==> src/rtl/alu_arbiter_pkg.sv <==
// Opcode set shared with the byte-slice alu, plus the latched-request record
// used by the arbiter.
package alu_arbiter_pkg;

  localparam int AC_N = 3;

  localparam logic [AC_N-1:0] AC_AD = 3'd0;
  localparam logic [AC_N-1:0] AC_SB = 3'd1;
  localparam logic [AC_N-1:0] AC_AN = 3'd2;
  localparam logic [AC_N-1:0] AC_OR = 3'd3;
  localparam logic [AC_N-1:0] AC_LS = 3'd4;

  typedef struct packed {
    logic [AC_N-1:0] op;
    logic [15:0]     a;
    logic [15:0]     b;
  } req_t;

  // Undefined encodings collapse to AND so the datapath never sees them.
  function automatic logic [AC_N-1:0] norm_op(input logic [AC_N-1:0] op);
    case (op)
      AC_AD, AC_SB, AC_AN, AC_OR, AC_LS: norm_op = op;
      default:                           norm_op = AC_AN;
    endcase
  endfunction

endpackage

==> src/rtl/alu_arbiter.sv <==
// Round-robin owner of the 8-bit alu: runs 16-bit ops as two byte passes
// (low then high, or high first for signed compare) and returns the result.
module alu_arbiter
  import alu_arbiter_pkg::*;
(
  input  logic            CLK,
  input  logic            RST,
  input  logic            req0,
  input  logic            req1,
  input  logic [AC_N-1:0] op0,
  input  logic [AC_N-1:0] op1,
  input  logic [15:0]     a0,
  input  logic [15:0]     b0,
  input  logic [15:0]     a1,
  input  logic [15:0]     b1,
  output logic            done0,
  output logic            done1,
  output logic [15:0]     res,
  output logic            res_zero,
  output logic            res_carry,
  output logic            res_cmp,
  output logic            busy,
  output logic [AC_N-1:0] alu_cs,
  output logic [7:0]      alu_a,
  output logic [7:0]      alu_b,
  output logic            alu_cin,
  input  logic [7:0]      alu_s,
  input  logic            alu_zero,
  input  logic            alu_cout
);

  localparam logic [1:0] S_IDLE = 2'd0;
  localparam logic [1:0] S_CALL = 2'd1;
  localparam logic [1:0] S_CALH = 2'd2;
  localparam logic [1:0] S_DONE = 2'd3;

  logic [1:0] state;
  logic       owner;
  logic       last_win;
  req_t       cur;
  logic       carry_q;
  logic       zlo_q;

  logic       win;
  req_t       nxt;
  logic       is_ls;

  // With both requests up, the one that did not win last time goes next.
  always_comb begin
    win    = (req0 & req1) ? ~last_win : req1;
    nxt.op = norm_op(win ? op1 : op0);
    nxt.a  = win ? a1 : a0;
    nxt.b  = win ? b1 : b0;
    is_ls  = (cur.op == AC_LS);
  end

  always_comb begin
    alu_cs  = '0;
    alu_a   = '0;
    alu_b   = '0;
    alu_cin = 1'b0;
    case (state)
      S_CALL: begin
        alu_cs = cur.op;
        alu_a  = cur.a[7:0];
        alu_b  = cur.b[7:0];
      end
      S_CALH: begin
        alu_cs  = cur.op;
        alu_a   = cur.a[15:8];
        alu_b   = cur.b[15:8];
        alu_cin = is_ls ? 1'b0 : carry_q;
      end
      default: ;
    endcase
  end

  always_ff @(posedge CLK or posedge RST) begin
    if (RST) begin
      state     <= S_IDLE;
      owner     <= 1'b0;
      last_win  <= 1'b1;
      cur       <= '0;
      carry_q   <= 1'b0;
      zlo_q     <= 1'b0;
      res       <= '0;
      res_zero  <= 1'b0;
      res_carry <= 1'b0;
      res_cmp   <= 1'b0;
      busy      <= 1'b0;
      done0     <= 1'b0;
      done1     <= 1'b0;
    end else begin
      done0 <= 1'b0;
      done1 <= 1'b0;
      case (state)
        S_IDLE: begin
          if (req0 | req1) begin
            owner    <= win;
            last_win <= win;
            cur      <= nxt;
            busy     <= 1'b1;
            state    <= (nxt.op == AC_LS) ? S_CALH : S_CALL;
          end
        end
        S_CALL: begin
          if (is_ls) begin
            res       <= {15'b0, alu_s[0]};
            res_cmp   <= alu_s[0];
            res_zero  <= 1'b0;
            res_carry <= 1'b0;
            state     <= S_DONE;
          end else begin
            res[7:0] <= alu_s;
            zlo_q    <= alu_zero;
            carry_q  <= alu_cout;
            state    <= S_CALH;
          end
        end
        S_CALH: begin
          if (is_ls) begin
            res_zero  <= 1'b0;
            res_carry <= 1'b0;
            // Sign difference decides a signed compare on its own.
            if (cur.a[15] != cur.b[15]) begin
              res     <= {15'b0, cur.a[15]};
              res_cmp <= cur.a[15];
              state   <= S_DONE;
            end else if (alu_s[0]) begin
              res     <= 16'd1;
              res_cmp <= 1'b1;
              state   <= S_DONE;
            end else if (alu_zero) begin
              state <= S_CALL;
            end else begin
              res     <= 16'd0;
              res_cmp <= 1'b0;
              state   <= S_DONE;
            end
          end else begin
            res[15:8] <= alu_s;
            res_zero  <= zlo_q & alu_zero;
            res_carry <= alu_cout;
            res_cmp   <= 1'b0;
            state     <= S_DONE;
          end
        end
        S_DONE: begin
          done0 <= ~owner;
          done1 <= owner;
          busy  <= 1'b0;
          state <= S_IDLE;
        end
        default: state <= S_IDLE;
      endcase
    end
  end

endmodule

==> config.mk <==
export PLATFORM = sky130hd
export DESIGN_NAME = alu_arbiter
export DESIGN_NICKNAME = d
export VERILOG_FILES = /design/src/rtl/alu_arbiter_pkg.sv /design/src/rtl/alu_arbiter.sv
export SDC_FILE = /design/constraint.sdc
export NUM_CORES = 1
export LEC_CHECK = 0
export BUFFER_PORTS_ARGS = -buffer_cell sky130_fd_sc_hd__clkbuf_2
export CORE_MARGIN = 10
export CORE_UTILIZATION = 32
export CTS_CLUSTER_SIZE = 8
export DETAILED_ROUTE_END_ITERATION = 10
export PLACE_DENSITY_LB_ADDON = 0.12
export SLEW_MARGIN = 20
export SYNTH_ARGS = -nofsm -noshare
export SYNTH_HDL_FRONTEND = slang
export SYNTH_SLANG_ARGS = --single-unit
==> constraint.sdc <==
create_clock -name CLK -period 4.4 [get_ports CLK]
set_input_delay 0.88 -clock CLK [delete_from_list [all_inputs] [get_ports CLK]]
set_output_delay 0.88 -clock CLK [all_outputs]
set_load 0.005 [all_outputs]
==> impl_metrics.tcl <==
set metrics [dict create \
    synth_mux_area_frac 0.1445 \
    cp-endpoint "alu_b[4]" \
    ant_nets 0 \
    finClkSkew_ps 4.370 \
    synth.net_count 404 \
    hold_slack_ps 455.9 \
    drc 0 \
    final_common_cell "clkbuf_2" \
    numCtsBuffers 9 \
    synth_area_um2 3222 \
    synth_edf_count 0 \
    slew_violations 0 \
    start_util 0.3296 \
    fp.coreArea_um2 9774 \
    yosysTopAreaCellShare 0.4816 \
    reg2reg_depth 5 \
    rsz0062_at_grt "false" \
    seq_area_frac_synth 0.4897 \
    final_hold_viol_count 0 \
    grt_pass1_vias 3021 \
    cts_buffer_depth 2 \
    grt_first_pass_wirelength_mm 15.10 \
    clk_pin_slew_ps 60 \
    dieWidth_um 120.3 \
    dr.pass1.iters 4 \
    grt_start_max_net_pins 47 \
    rows 36 \
    r2r-start "state[0]" \
    cts_num_sinks 63 \
    hold_buffers 0 \
    syn_to_final_growth_pct 29.28 \
    cts-resized-gates 0 \
    synthAdderAreaFrac 0.01942 \
    ys_warn_count 0 \
    period_minus_slack_ps 3236 \
    power_density_nw_per_um2 681.7 \
    diodes 0 \
    cts_setup_buffers 0 \
    tritoncts "done" \
    cap_violations 0 \
    fin_ws_ps 1164 \
    synth_area_leaders "dfrtp_1, mux2i_1, o21ai_0, nand2_1, mux2_2" \
    status "finished clean" \
    worstSetupPathType "register to output pin" \
    crit_start "state[0]" \
    die-area_um2 14480 \
    end_kind "output pin" \
    required_ps 3520 \
    avgSynthCellArea_um2 10.23 \
    yosys.area_share.xor_xnor 0.002718 \
    crit_path_start_kind "register" \
    clock-root-buffer "clkbuf_8" \
    timing.fmax_mhz 309.0 \
    num_vias 2682 \
    synthSimpleGateAreaFrac 0.1383 \
    finalNetCount 522 \
    gp_congestion 0.7479 \
    leakagePower_nw 2.112 \
    wirelength_mm 9.023 \
    synth_top_family_by_area "compound AO/OA/AOI/OAI gates" \
    drtIter0Drc 116 \
    final_cells 569 \
    reg2reg_to "res[15]" \
    dp.cells 555 \
    cp.arrival_ps 2360 \
    portBuffers 125 \
    ys_types 34 \
    synthCells 315 \
    ys_ff_latch 63 \
    pre_cts_ws_ps 1468 \
    grt_use_total 0.1271 \
    ctsHtreeMaxLevel 3 \
    die_h_um 120.3 \
    hpwl_mm 6.782 \
    tightest_slew_ps 1032 \
    cp_max_fo 26 \
    synth_compound_area_frac 0.1685 \
    async_flop_share 1.000 \
    setup_viol 0 \
    max_slew_margin 0.3117 \
    routedWlPerCell_um 15.86 \
    p_total_mw 2.839 \
    synth_flop_cell "dfrtp_1" \
    boundaryPins 126 \
    insertion_delay_ps 330 \
    synth_top_cell_by_area "dfrtp_1" \
    fin_tns_setup_ps 0 \
    ir_drop_mv 0.2160 \
    ff2ff_setup_slack_ps 1520 \
    min_period_over_period 0.7355 \
    hp-class "register to register" \
    vias_per_cell 4.714 \
    drive_above_1_share 0.3693 \
    gr-total-overflow 0 \
    final_cell_mix "clkbuf_2, dfrtp_1, nand2_1, o21ai_0, mux2i_1" \
    antenna_found_initial 0 \
]
==> state kept, by name, indices dropped and copies added (netlist names) <==
| signal | count |
|---|---|
| res_carry | 1 |
| busy | 1 |
| res_cmp | 1 |
| owner | 1 |
| done1 | 1 |
| last_win | 1 |
| res_zero | 1 |
| cur | 35 |
| carry_q | 1 |
| done0 | 1 |
| state | 2 |
| res | 16 |
| zlo_q | 1 |
==> cell families (layout without fill, tap and decap cells) <==
kind of cell / Yosys count / count (layout)
fa+ha+maj: 5 / 5
buf+inv: 30 / 151
compound gates: 83 / 83
flops: 63 / 63
xor+xnor: 1 / 1
simple gates: 88 / 88
mux: 45 / 45
==> worst max-delay path, stage by stage (launching register included) <==
cell and delay [ps]:
dfrtp_1 410, inv_1 120, ha_1 800, buf_4 300, a22oi_1 100, nor2b_1 160, clkbuf_2 130
==> area by class of cell <==
| class | instances | area (µm²) |
|---|---|---|
| Fill cell | 1017 | 5609 |
| Sequential cell | 63 | 1578 |
| Multi-Input combinational cell | 222 | 1548 |
| Timing Repair Buffer | 130 | 663.1 |
| Clock buffer | 14 | 182.7 |
| Tap cell | 133 | 166.4 |
| Inverter | 7 | 27.53 |
==> cell usage after synthesis (2+ instances only) <==
cell type and count:
and2_1 4, ha_1 5, a21oi_1 6, a21boi_0 2
buf_2 5, and3_1 10, nor2b_1 19, nor3b_1 5
a31oi_1 2, a22o_1 8, a211oi_1 3, o21ai_0 38
mux2_2 12, inv_1 7, a22oi_1 15, clkbuf_1 18
a21o_1 2, o31ai_1 2, nor2_1 3, mux2i_1 33
nand2_1 41, dfrtp_1 62, nand3_1 2
==> layer usage <==
layer / vias up / share of wire / track usage
met3: 9 / 0.061 / 0.04188
met2: 78 / 0.47 / 0.2046
met5: - / 0 / 0
met4: 0 / 0.0084 / 0.03620
li1: 1347 / - / -
met1: 1248 / 0.47 / 0.1594
==> how the worst min path moves through the flow <==
stage | startpoint | endpoint | slack (ps) | cells past startpoint
after global placement | owner | done0 | 440 | 1
after CTS | owner | done0 | 460 | 1
final | owner | done0 | 460 | 1
after global routing | owner | done0 | 480 | 1
after floorplan | owner | done0 | 420 | 1
after detailed placement | owner | done0 | 450 | 1
==> stage by stage <==
step                      utilization  cell area [µm²]
after detailed placement       0.4073             3981
after global placement         0.4073             3981
after global routing           0.4261             4165
final                          0.4261             4165
after floorplan                     -             3222
after CTS                      0.4260             4164
==> report_power, final <==
part,switching (mW),internal (mW),leakage [nW]
combinational,0.715,0.617,1.23
sequential,0.171,0.870,0.787
clock,0.206,0.261,0.0946
(Power assumes the default switching activity.)
